<file path="config.mk">
export PLATFORM = sky130hd
export DESIGN_NAME = uart_tx_core
export DESIGN_NICKNAME = d
export VERILOG_FILES = /design/src/rtl/uart_tx_core.sv
export SDC_FILE = /design/constraint.sdc
export NUM_CORES = 1
export LEC_CHECK = 0
export ABC_AREA = 1
export CORE_MARGIN = 2
export CORE_UTILIZATION = 56
export DETAILED_ROUTE_END_ITERATION = 8
export GPL_TIMING_DRIVEN = 1
export PLACE_DENSITY = 0.85
export SYNTH_ARGS = -nofsm -noshare
export SYNTH_HDL_FRONTEND = slang
export SYNTH_SLANG_ARGS = --single-unit
</file>
<file path="constraint.sdc">
create_clock -name i_Clock -period 2.05 [get_ports i_Clock]
set_input_delay 0.41 -clock i_Clock [delete_from_list [all_inputs] [get_ports i_Clock]]
set_output_delay 0.41 -clock i_Clock [all_outputs]
set_load 0.01 [all_outputs]
</file>
<file path="src/rtl/uart_tx_core.sv">
// Transmit-only 8N1 UART serializer: start bit, eight data bits LSB first, stop bit.
// Every bit lasts CLKS_PER_BIT clocks; o_TX_Done pulses on the first idle cycle after a frame.
module uart_tx_core #(
  parameter int unsigned CLKS_PER_BIT = 416
) (
  input  logic       i_Clock,
  input  logic       i_Rst_n,
  input  logic       i_TX_DV,
  input  logic [7:0] i_TX_Byte,
  output logic       o_TX_Active,
  output logic       o_TX_Serial,
  output logic       o_TX_Done
);

  localparam int unsigned CntW = $clog2(CLKS_PER_BIT);
  localparam logic [CntW-1:0] CntMax = CntW'(CLKS_PER_BIT - 1);

  localparam logic [1:0] StIdle  = 2'd0;
  localparam logic [1:0] StStart = 2'd1;
  localparam logic [1:0] StData  = 2'd2;
  localparam logic [1:0] StStop  = 2'd3;

  logic [1:0]      state_q, state_d;
  logic [CntW-1:0] cnt_q, cnt_d;
  logic [2:0]      idx_q, idx_d;
  logic [7:0]      byte_q, byte_d;
  logic            serial_q, serial_d;
  logic            active_q, active_d;
  logic            done_q, done_d;

  logic            bit_end;
  logic [2:0]      idx_inc;
  logic [CntW-1:0] cnt_inc;

  assign bit_end = (cnt_q == CntMax);
  assign idx_inc = idx_q + 3'd1;
  assign cnt_inc = cnt_q + CntW'(1);

  always_comb begin
    state_d  = state_q;
    cnt_d    = cnt_q;
    idx_d    = idx_q;
    byte_d   = byte_q;
    serial_d = serial_q;
    active_d = active_q;
    done_d   = 1'b0;  // done is a single-cycle pulse, even if a new byte is accepted now

    case (state_q)
      StIdle: begin
        serial_d = 1'b1;
        active_d = 1'b0;
        if (i_TX_DV) begin
          byte_d   = i_TX_Byte;
          active_d = 1'b1;
          serial_d = 1'b0;
          cnt_d    = '0;
          idx_d    = '0;
          state_d  = StStart;
        end
      end

      StStart: begin
        if (bit_end) begin
          cnt_d    = '0;
          idx_d    = '0;
          serial_d = byte_q[0];
          state_d  = StData;
        end else begin
          cnt_d = cnt_inc;
        end
      end

      StData: begin
        if (bit_end) begin
          cnt_d = '0;
          if (idx_q != 3'd7) begin
            idx_d    = idx_inc;
            serial_d = byte_q[idx_inc];
          end else begin
            serial_d = 1'b1;
            state_d  = StStop;
          end
        end else begin
          cnt_d = cnt_inc;
        end
      end

      StStop: begin
        if (bit_end) begin
          cnt_d    = '0;
          serial_d = 1'b1;
          active_d = 1'b0;
          done_d   = 1'b1;
          state_d  = StIdle;
        end else begin
          cnt_d = cnt_inc;
        end
      end

      default: begin
        serial_d = 1'b1;
        active_d = 1'b0;
        cnt_d    = '0;
        state_d  = StIdle;
      end
    endcase
  end

  // Reset abandons any frame in progress and forces the line to mark immediately.
  always_ff @(posedge i_Clock or negedge i_Rst_n) begin
    if (!i_Rst_n) begin
      state_q  <= StIdle;
      cnt_q    <= '0;
      idx_q    <= '0;
      byte_q   <= '0;
      serial_q <= 1'b1;
      active_q <= 1'b0;
      done_q   <= 1'b0;
    end else begin
      state_q  <= state_d;
      cnt_q    <= cnt_d;
      idx_q    <= idx_d;
      byte_q   <= byte_d;
      serial_q <= serial_d;
      active_q <= active_d;
      done_q   <= done_d;
    end
  end

  assign o_TX_Serial = serial_q;
  assign o_TX_Active = active_q;
  assign o_TX_Done   = done_q;

endmodule

</file>
==> impl_metrics.yaml <==
power_and_ir_drop:
  power_switching_mw: 0.885
  power_density_nw_per_um2: 1250
  clkPwrFrac_pct: 11.5
  p_sw_share_pct: 43.8
  power.share.combinational_pct: 50.9
  finalPower_mw: 2.02
  seqPwrFrac_pct: 37.6
  p_leak_nw: 0.808
  p_int_mw: 1.14
  vdd_drop_max_uv: 829
sta:
  max_freq_mhz: 550
  finalClockSkew_ps: 8.82
  setup_violations: 0
  tns_ps: 0
  whs_ps: 409
  post-route-period-util_pct: 88.6
  finalMaxSlewViolations: 0
  min_period_ps: 1820
  rsz0062_at_grt: "false"
  worstMarginPinSlew_ps: 317
  relSlewSlack_pct: 78.9
  hold_violations: 0
logic_synthesis:
  syn_area_sq_um: 1420
  seq_area_frac_synth_pct: 44.3
  avgSynthCellArea_sq_um: 8.38
  ys_types: 30
  synth_edf_count: 0
  synth-async-reset-ratio_pct: 100
  synth_cells: 169
  yosys_warnings: 0
  ys_ff_latch: 25
  synth_top_flop_cell: "dfrtp_1"
  syn-num-nets: 188
critical_path:
  crit_buf_inv: 1
  end_kind: "output pin"
  crit_required_ps: 1640
  slowest_delay_ps: 550
  path_depth: 1
  cp_max_fo: 2
  critPathTopFamily: "flip-flops"
  cp_cell_sequence: "clkdlybuf4s50_1"
  rr_endpoint: "cnt_q[6]"
  reg2reg_from: "state_q[0]"
  cp-start-kind: "flip-flop"
  crit_arrival_ps: 1410
  reg2reg_depth: 8
  r2r_slack_ps: 380
  path_class: "flip-flop to output pin"
  slowest_stage: "dfstp_2"
  setup.worst_path.start: "o_TX_Serial"
  crit_end: "o_TX_Serial"
cts:
  clk_pin_slew_ps: 140
  cts_post_setup_buffers_inserted: 0
  hold_buffers: 0
  clockBufferDepth: 2
  cts_resized: 0
  cts-root-buf: "clkbuf_4"
  numCtsBuffers: 3
  clock-sinks: 25
  tritoncts: "done"
  cts_max_level: 1
  clock_latency_ps: 330
layout:
  drive_gt1_share_pct: 15.5
  num_antenna_cells: 0
  nets: 207
  syn2layout_area_growth_pct: 14.7
drt:
  vias: 1107
  drt_iter0_markers: 18
  vias_per_cell: 5.10
  drt-total-wl_um: 2590
  drtPass1Iterations: 4
  wl_per_cell_um: 11.9
  antenna_left: 0
  drc: 0
global_route:
  grt_max_degree: 26
  antenna_found_initial: 0
  grt_pass1_wl_um: 4490
  grt-ovfl-total: 0
  grt_pass1_vias: 1061
  track_usage_pct: 21.6
floorplan:
  die-area_sq_um: 2950
  die_h_um: 54.3
  die_x_um: 54.3
  num_io_pins: 14
  rows: 18
  floorplan.initialDensity_pct: 58.2
  fp.coreArea_sq_um: 2430
placement:
  gp_congestion: 0.840
  hpwl_um: 1930
  port_buffers: 13
flow_run:
  maxCapViolations: 0
hold_path:
  hp-class: "input pin to asynchronous set/reset pin"
outcome:
  outcome: "completed"
## worst min path at each step
stage                        endpoint  slack [ps]  depth (start not counted)
after global placement       idx_q[2]         480                          2
after global routing        byte_q[3]         440                          2
after floorplan             byte_q[0]         110                          0
after detailed placement  o_TX_Serial         500                          2
final                        cnt_q[8]         410                          2
after CTS                    cnt_q[8]         410                          2
## power groups by stage
stage / combinational, mW / sequential [mW] / clock [mW]
after floorplan: 0.792 / 0.756 / 0
after global placement: 0.983 / 0.761 / 0
after detailed placement: 1.03 / 0.769 / 0
after CTS: 1.03 / 0.760 / 0.242
after global routing: 1.19 / 0.781 / 0.259
final: 1.03 / 0.760 / 0.233
## through the flow
| stage | worst slack, ps | instances | area [sq um] | util [%] |
|---|---|---|---|---|
| after detailed placement | 269 | 213 | 1590 | 65.5 |
| after floorplan | 584 | 169 | 1420 | - |
| after CTS | 221 | 217 | 1620 | 66.8 |
| after global placement | 371 | 213 | 1590 | 65.5 |
| after global routing | 189 | 217 | 1620 | 66.8 |
| final | 233 | 217 | 1620 | 66.8 |
## placed cells by master, fill, tap and decap left out, types with 2 or more instances in the layout
master / netlist / final
clkbuf_4: 0 / 3
inv_1: 22 / 22
ha_1: 8 / 8
nor2_1: 17 / 17
dfrtp_1: 24 / 24
clkdlybuf4s50_1: 0 / 13
nand2_2: 4 / 4
xor2_1: 3 / 3
buf_4: 0 / 2
o21ai_0: 5 / 5
a21oi_1: 12 / 12
nor2_2: 3 / 3
o21ai_1: 3 / 3
nand2_1: 36 / 36
inv_2: 3 / 3
nand3_1: 10 / 10
o21ai_2: 3 / 3
## sequential cells by signal, summed over array words and instances (netlist names)
name,count
idx_q,3
o_TX_Active,1
o_TX_Done,1
o_TX_Serial,1
cnt_q,9
state_q,2
byte_q,8
## metal layers
| layer | global-route usage, % | up-vias | share of wire [%] |
|---|---|---|---|
| met3 | 4.37 | 7 | 3.4 |
| met4 | 10.0 | 0 | 2.6 |
| met5 | 0 | - | 0 |
| met2 | 36.5 | 23 | 51 |
| li1 | - | 563 | - |
| met1 | 26.4 | 514 | 43 |
## kinds of logic after synthesis
logic type	count (synthesis)	synth area share [%]
AND/OR/NAND/NOR	79	27.7
buffers and inverters	28	8.04
AO/OA/AOI/OAI	26	11.1
flip-flops	25	44.3
adder cells (fa/ha/maj)	8	7.07
XOR/XNOR	3	1.86
## worst register-to-register path, stage by stage, from the launching register on
cell	delay (ps)
dfrtp_1	430
inv_1	150
ha_1	250
inv_2	90
nor2_8	170
inv_4	90
nand3_4	100
nor2_4	40
nor3b_1	260
## cell type report
class | instances | area, sq um
clock inverters | 1 | 7.51
multi-input cells | 116 | 676
inverters | 27 | 109
well taps | 30 | 37.5
fillers | 211 | 808
repair buffers | 15 | 145
flip-flops and latches | 25 | 627
clock buffers | 3 | 22.5
## synth_stat cells (3+ instances only)
master,instances,share of area (%)
ha_1,8,7.1
nor2_2,3,1.3
a21oi_1,12,4.2
o21ai_0,5,1.8
dfrtp_1,24,42
nor2_1,17,4.5
o21ai_1,3,1.1
inv_1,22,5.8
nand2_1,36,9.5
xor2_1,3,1.9
o21ai_2,3,1.9
inv_2,3,0.79
nand3_1,10,3.5
nand2_2,4,1.8
Power figures use the tool's default switching activity.
==> edit 1: new RTL, config.mk and constraints unchanged <==
Change the parameter `CLKS_PER_BIT` from 416 to 832.
--- a/src/rtl/uart_tx_core.sv
+++ b/src/rtl/uart_tx_core.sv
@@ -3,3 +3,3 @@
 module uart_tx_core #(
-  parameter int unsigned CLKS_PER_BIT = 416
+  parameter int unsigned CLKS_PER_BIT = 832
 ) (
Check against the original RTL: no difference found for any inputs over 10 cycles, from zero or initial values and one cycle with i_Rst_n low; that may be too few to reach the edited logic, so the function may still have changed.
==> edit 1 against the unedited design <==
Sequential power grew 6.8%; total power up 6.9%; via count rose by 5.7%; wire length is 10% higher; setup slack worse by 0.011 ns; cell area increased by 6.7%; sequential cell count rose by 1; first-iteration DRC count down 17%; area after synthesis rose by 6.6%; non-clock buffer count decreased by 1; largest cell class unchanged; highest routed layer unchanged.
==> edit 1: results (changes against the unedited design) <==
Synth area leaders = dfrtp_1 41%, nand2_1 9.4%, ha_1 6.6% (was dfrtp_1 42%, nand2_1 9.5%, ha_1 7.1%)
Routed wl met2 = 1530 µm (was 1330 µm)
Detailed placement HPWL = 2160 µm (was 1930 µm)
Post-place setup slack = 0.314 ns (was 0.269 ns)
GRT met2 Usage = 0.364 (was 0.365)
Post-Route WL = 2840 µm (was 2590 µm)
Multiplexer area fraction after synthesis = 0.0663 (was 0)
PD cells = 1250 nW/µm² (about the same)
Met3 usage = 0.0233 (was 0.0437)
GR Util All Layers = 0.206 (was 0.216)
Initial DRC Count = 15 (was 18)
Post-synthesis adder-cell area fraction = 0.0663 (was 0.0707)
Met1 global-route usage = 0.244 (was 0.264)
Leakage = 0.848 nW (was 0.808 nW)
Cell Area, Placed = 1680 µm² (was 1590 µm²)
First-pass GRT wire length = 5040 µm (was 4490 µm)
Max rail drop VDD = 929 µV (was 829 µV)
Complex-gate fraction of the synthesized area = 0.0721 (was 0.111)
Syn nets = 186 (was 188)
DRT met1 WL = 1180 µm (was 1110 µm)
Combinational power share = 0.458 (was 0.509)
Cell variety after synth = 32 (was 30)
Routed length on met3 = 73 µm (was 87 µm)
Worst Max-Slew Pin Slew = 0.429 ns (was 0.317 ns)
Vias = 1,170 (was 1,107)
Layout fillers = 201 (was 211)
# nets final = 204 (was 207)
Outcome = finished clean (unchanged)
Syn Inst Count = 167 (was 169)
## edit 1: cell types whose count changed after synthesis, moves of 2 or more
cell / delta
o21ai_2: -2
xnor2_1: +2
inv_1: -3
nand2_1: +2
nand3_2: +2
a21oi_1: -9
mux2_2: +8
nand4_1: +3
nor2_1: -6
nand2_2: -2
nand3_1: +4
## edit 1: area by class of cell
type	instances	area, µm²	area share
clock buffer	3	22.5	0.0130
clock inverter	1	30.0	0.0173
inverter	22	85.1	0.0491
multi-input combinational	118	768	0.443
sequential	26	652	0.376
tap	30	37.5	0.0217
timing repair buffer	14	138	0.0794
## edit 1: worst paths after layout
kind	end	slack (ns)	cells past startpoint
setup / recovery	o_TX_Serial	0.22	1
hold / removal	cnt_q[4]$_DFFE_PN0P_	0.43	2
setup reg to reg	state_q[0]$_DFFE_PN0P_	0.39	6
hold reg to reg	byte_q[4]$_DFFE_PN0P_	0.53	1
max in group asynchronous	o_TX_Serial$_DFFE_PN1P_	1.33	2
min in group i_Clock	byte_q[4]$_DFFE_PN0P_	0.53	1
==> edit 2: new RTL, same settings <==
Without the edit above. Make the reset (`i_Rst_n`) synchronous in one clocked block.
--- a/src/rtl/uart_tx_core.sv
+++ b/src/rtl/uart_tx_core.sv
@@ -109,3 +109,3 @@
   // Reset abandons any frame in progress and forces the line to mark immediately.
-  always_ff @(posedge i_Clock or negedge i_Rst_n) begin
+  always_ff @(posedge i_Clock) begin
     if (!i_Rst_n) begin
Function: differs if i_Rst_n is asserted again (counterexample within 4 cycles, from zero or initial values and one cycle with i_Rst_n low); with i_Rst_n held inactive, the same outputs for 10 cycles.
==> edit 2 against the unedited design <==
Sequential cell count unchanged; area after synthesis decreased by 5.5%; die area decreased by 5.1%; sequential power decreased by 14%; total power decreased by 17%; non-clock buffer count decreased by 1; setup slack improved by 0.15 ns; count of clock-buffer cells in the layout unchanged; wire length increased by 12%; clock power decreased by 5%; cell area decreased by 5.8%; worst hold slack improved by 0.061 ns; first-iteration DRC count increased by 22%; utilization increased by 1.7 points; critical endpoint is now state_q[0]$_SDFFE_PN0P_; largest power group unchanged.
==> edit 2: results (changes against the unedited design) <==
CTS resizes = 0 (unchanged)
Share of cells above drive strength 1 = 0.0769 (was 0.155)
IO Port Bufs = 13 (unchanged)
GR Util All Layers = 0.239 (was 0.216)
Leakage = 0.687 nW (was 0.808 nW)
Detailed placement HPWL = 2160 µm (was 1930 µm)
Max rail drop VDD = 806 µV (was 829 µV)
Primary FF master, synth = dfxtp_1 (was dfrtp_1)
GPL Wtd Cong = 0.871 (was 0.840)
Number of global-route vias before repair = 1,209 (was 1,061)
Layout fillers = 196 (was 211)
Seq/Total Area, Yosys = 0.374 (was 0.443)
Initial antenna violation count = 0 (unchanged)
Final hold violation count = 0 (unchanged)
Vias per cell = 5.42 (was 5.10)
Synth warnings = 0 (unchanged)
Number of setup buffers added after CTS = 0 (unchanged)
Regs by FF count = cnt_q x9, byte_q x8, idx_q x3 (unchanged)
HP Class = flip-flop to flip-flop (was input pin to async pin)
Complex-gate fraction of the synthesized area = 0.129 (was 0.111)
Largest net degree at the start of global routing = 18 (was 26)
Crit path max fanout = 6 (was 2)
Worst-Skew Late Latency = 0.33 ns (about the same)
Min Tclk post-route = 1.67 ns (was 1.82 ns)
Switching component of the power = 0.000725 W (was 0.000885 W)
Max_slew headroom = 0.666 (was 0.789)
Xor-xnor portion of the synthesized cell area = 0.0196 (was 0.0186)
Initial DRC Count = 22 (was 18)
Cell variety after synth = 23 (was 30)
Post-synthesis adder-cell area fraction = 0.0748 (was 0.0707)
Outcome = finished clean (unchanged)
# diodes = 0 (unchanged)
CTS H-Tree Depth = 1 (unchanged)
R2R Setup Slk = 0.38 ns (about the same)
Syn nets = 211 (was 188)
First-pass GRT wire length = 4930 µm (was 4490 µm)
Worst Clk Skew = 0.00948 ns (was 0.00882 ns)
Synth area leaders = dfxtp_1 37%, nand2_1 12%, ha_1 7.5% (was dfrtp_1 42%, nand2_1 9.5%, ha_1 7.1%)
Root Driver = clkbuf_4 (unchanged)
Syn Area/Cell = 6.97 µm² (was 8.38 µm²)
CTS max path bufs = 2 (unchanged)
Clock transition at path regs = 0.13 ns
1st-pass router iterations = 5 (was 4)
# nets final = 228 (was 207)
Synth async-reset ratio = 0 (was 1.00)
Most instantiated cells after synthesis = 44 x nand2_1, 26 x inv_1, 25 x dfxtp_1 (was 36 x nand2_1, 24 x dfrtp_1, 22 x inv_1)
Multiplexer area fraction after synthesis = 0 (unchanged)
Fin cells = 236 (was 217)
Post-Route WL = 2890 µm (was 2590 µm)
Placed Cells = 232 (was 213)
[edit 2: per-stage QoR]
step	worst slack (ns)	area, µm²	total power (W)	hold slack (ns)
global route	0.241	1530	0.00184	0.508
global placement	0.247	1500	0.00141	0.443
finish	0.380	1530	0.00169	0.470
floorplan	0.654	1340	0.00126	0.429
detailed placement	0.184	1500	0.00146	0.453
CTS	0.386	1530	0.00169	0.472
[edit 2: layout make-up]
cell class / count / area (µm²) / area share
clock buffer: 3 / 22.5 / 0.0147
clock inverter: 1 / 5.00 / 0.00327
inverter: 29 / 111 / 0.0728
multi-input combinational: 136 / 718 / 0.469
sequential: 25 / 500 / 0.327
tap: 28 / 35.0 / 0.0229
timing repair buffer: 14 / 138 / 0.0899
[edit 2: logic make-up after synthesis]
family / Yosys count
AOI/OAI and AO/OA: 32
xor gates and xnor gates: 3
and+or+nand+nor: 93
buffers and inverters: 31
DFF: 25
adders and majority gates: 8
[edit 2: path summary, 6_finish.rpt]
check | from | end | cells after the start
max reg2reg | state_q[0]$_SDFFE_PN0P_ | state_q[0]$_SDFFE_PN0P_ | 8
min | byte_q[5]$_SDFFE_PN0P_ | byte_q[5]$_SDFFE_PN0P_ | 2
max | state_q[0]$_SDFFE_PN0P_ | state_q[0]$_SDFFE_PN0P_ | 8
min reg2reg | byte_q[5]$_SDFFE_PN0P_ | byte_q[5]$_SDFFE_PN0P_ | 2
[edit 2: power groups by stage]
| stage | combinational, W | clock, W | sequential (W) |
|---|---|---|---|
| floorplan | 0.000604 | 0 | 0.000655 |
| global placement | 0.000755 | 0 | 0.000658 |
| detailed placement | 0.000794 | 0 | 0.000665 |
| CTS | 0.000804 | 0.000228 | 0.000654 |
| global route | 0.000930 | 0.000244 | 0.000664 |
| finish | 0.000813 | 0.000221 | 0.000655 |
[edit 2: per-layer routing]
| metal | track usage | part of all wire | vias to the layer above |
|---|---|---|---|
| li1 | - | - | 651 |
| met5 | 0 | 0 | - |
| met1 | 0.265 | 0.44 | 581 |
| met2 | 0.421 | 0.50 | 34 |
| met3 | 0.0593 | 0.040 | 13 |
| met4 | 0.120 | 0.026 | 0 |
[edit 2: worst max-delay path, stage by stage, from the launching register on]
cell	delay, ns
dfxtp_1	0.41
inv_1	0.10
ha_1	0.28
inv_1	0.14
nand2_1	0.13
o21ai_2	0.25
nand3_1	0.15
nand2_1	0.08
nor2_1	0.04
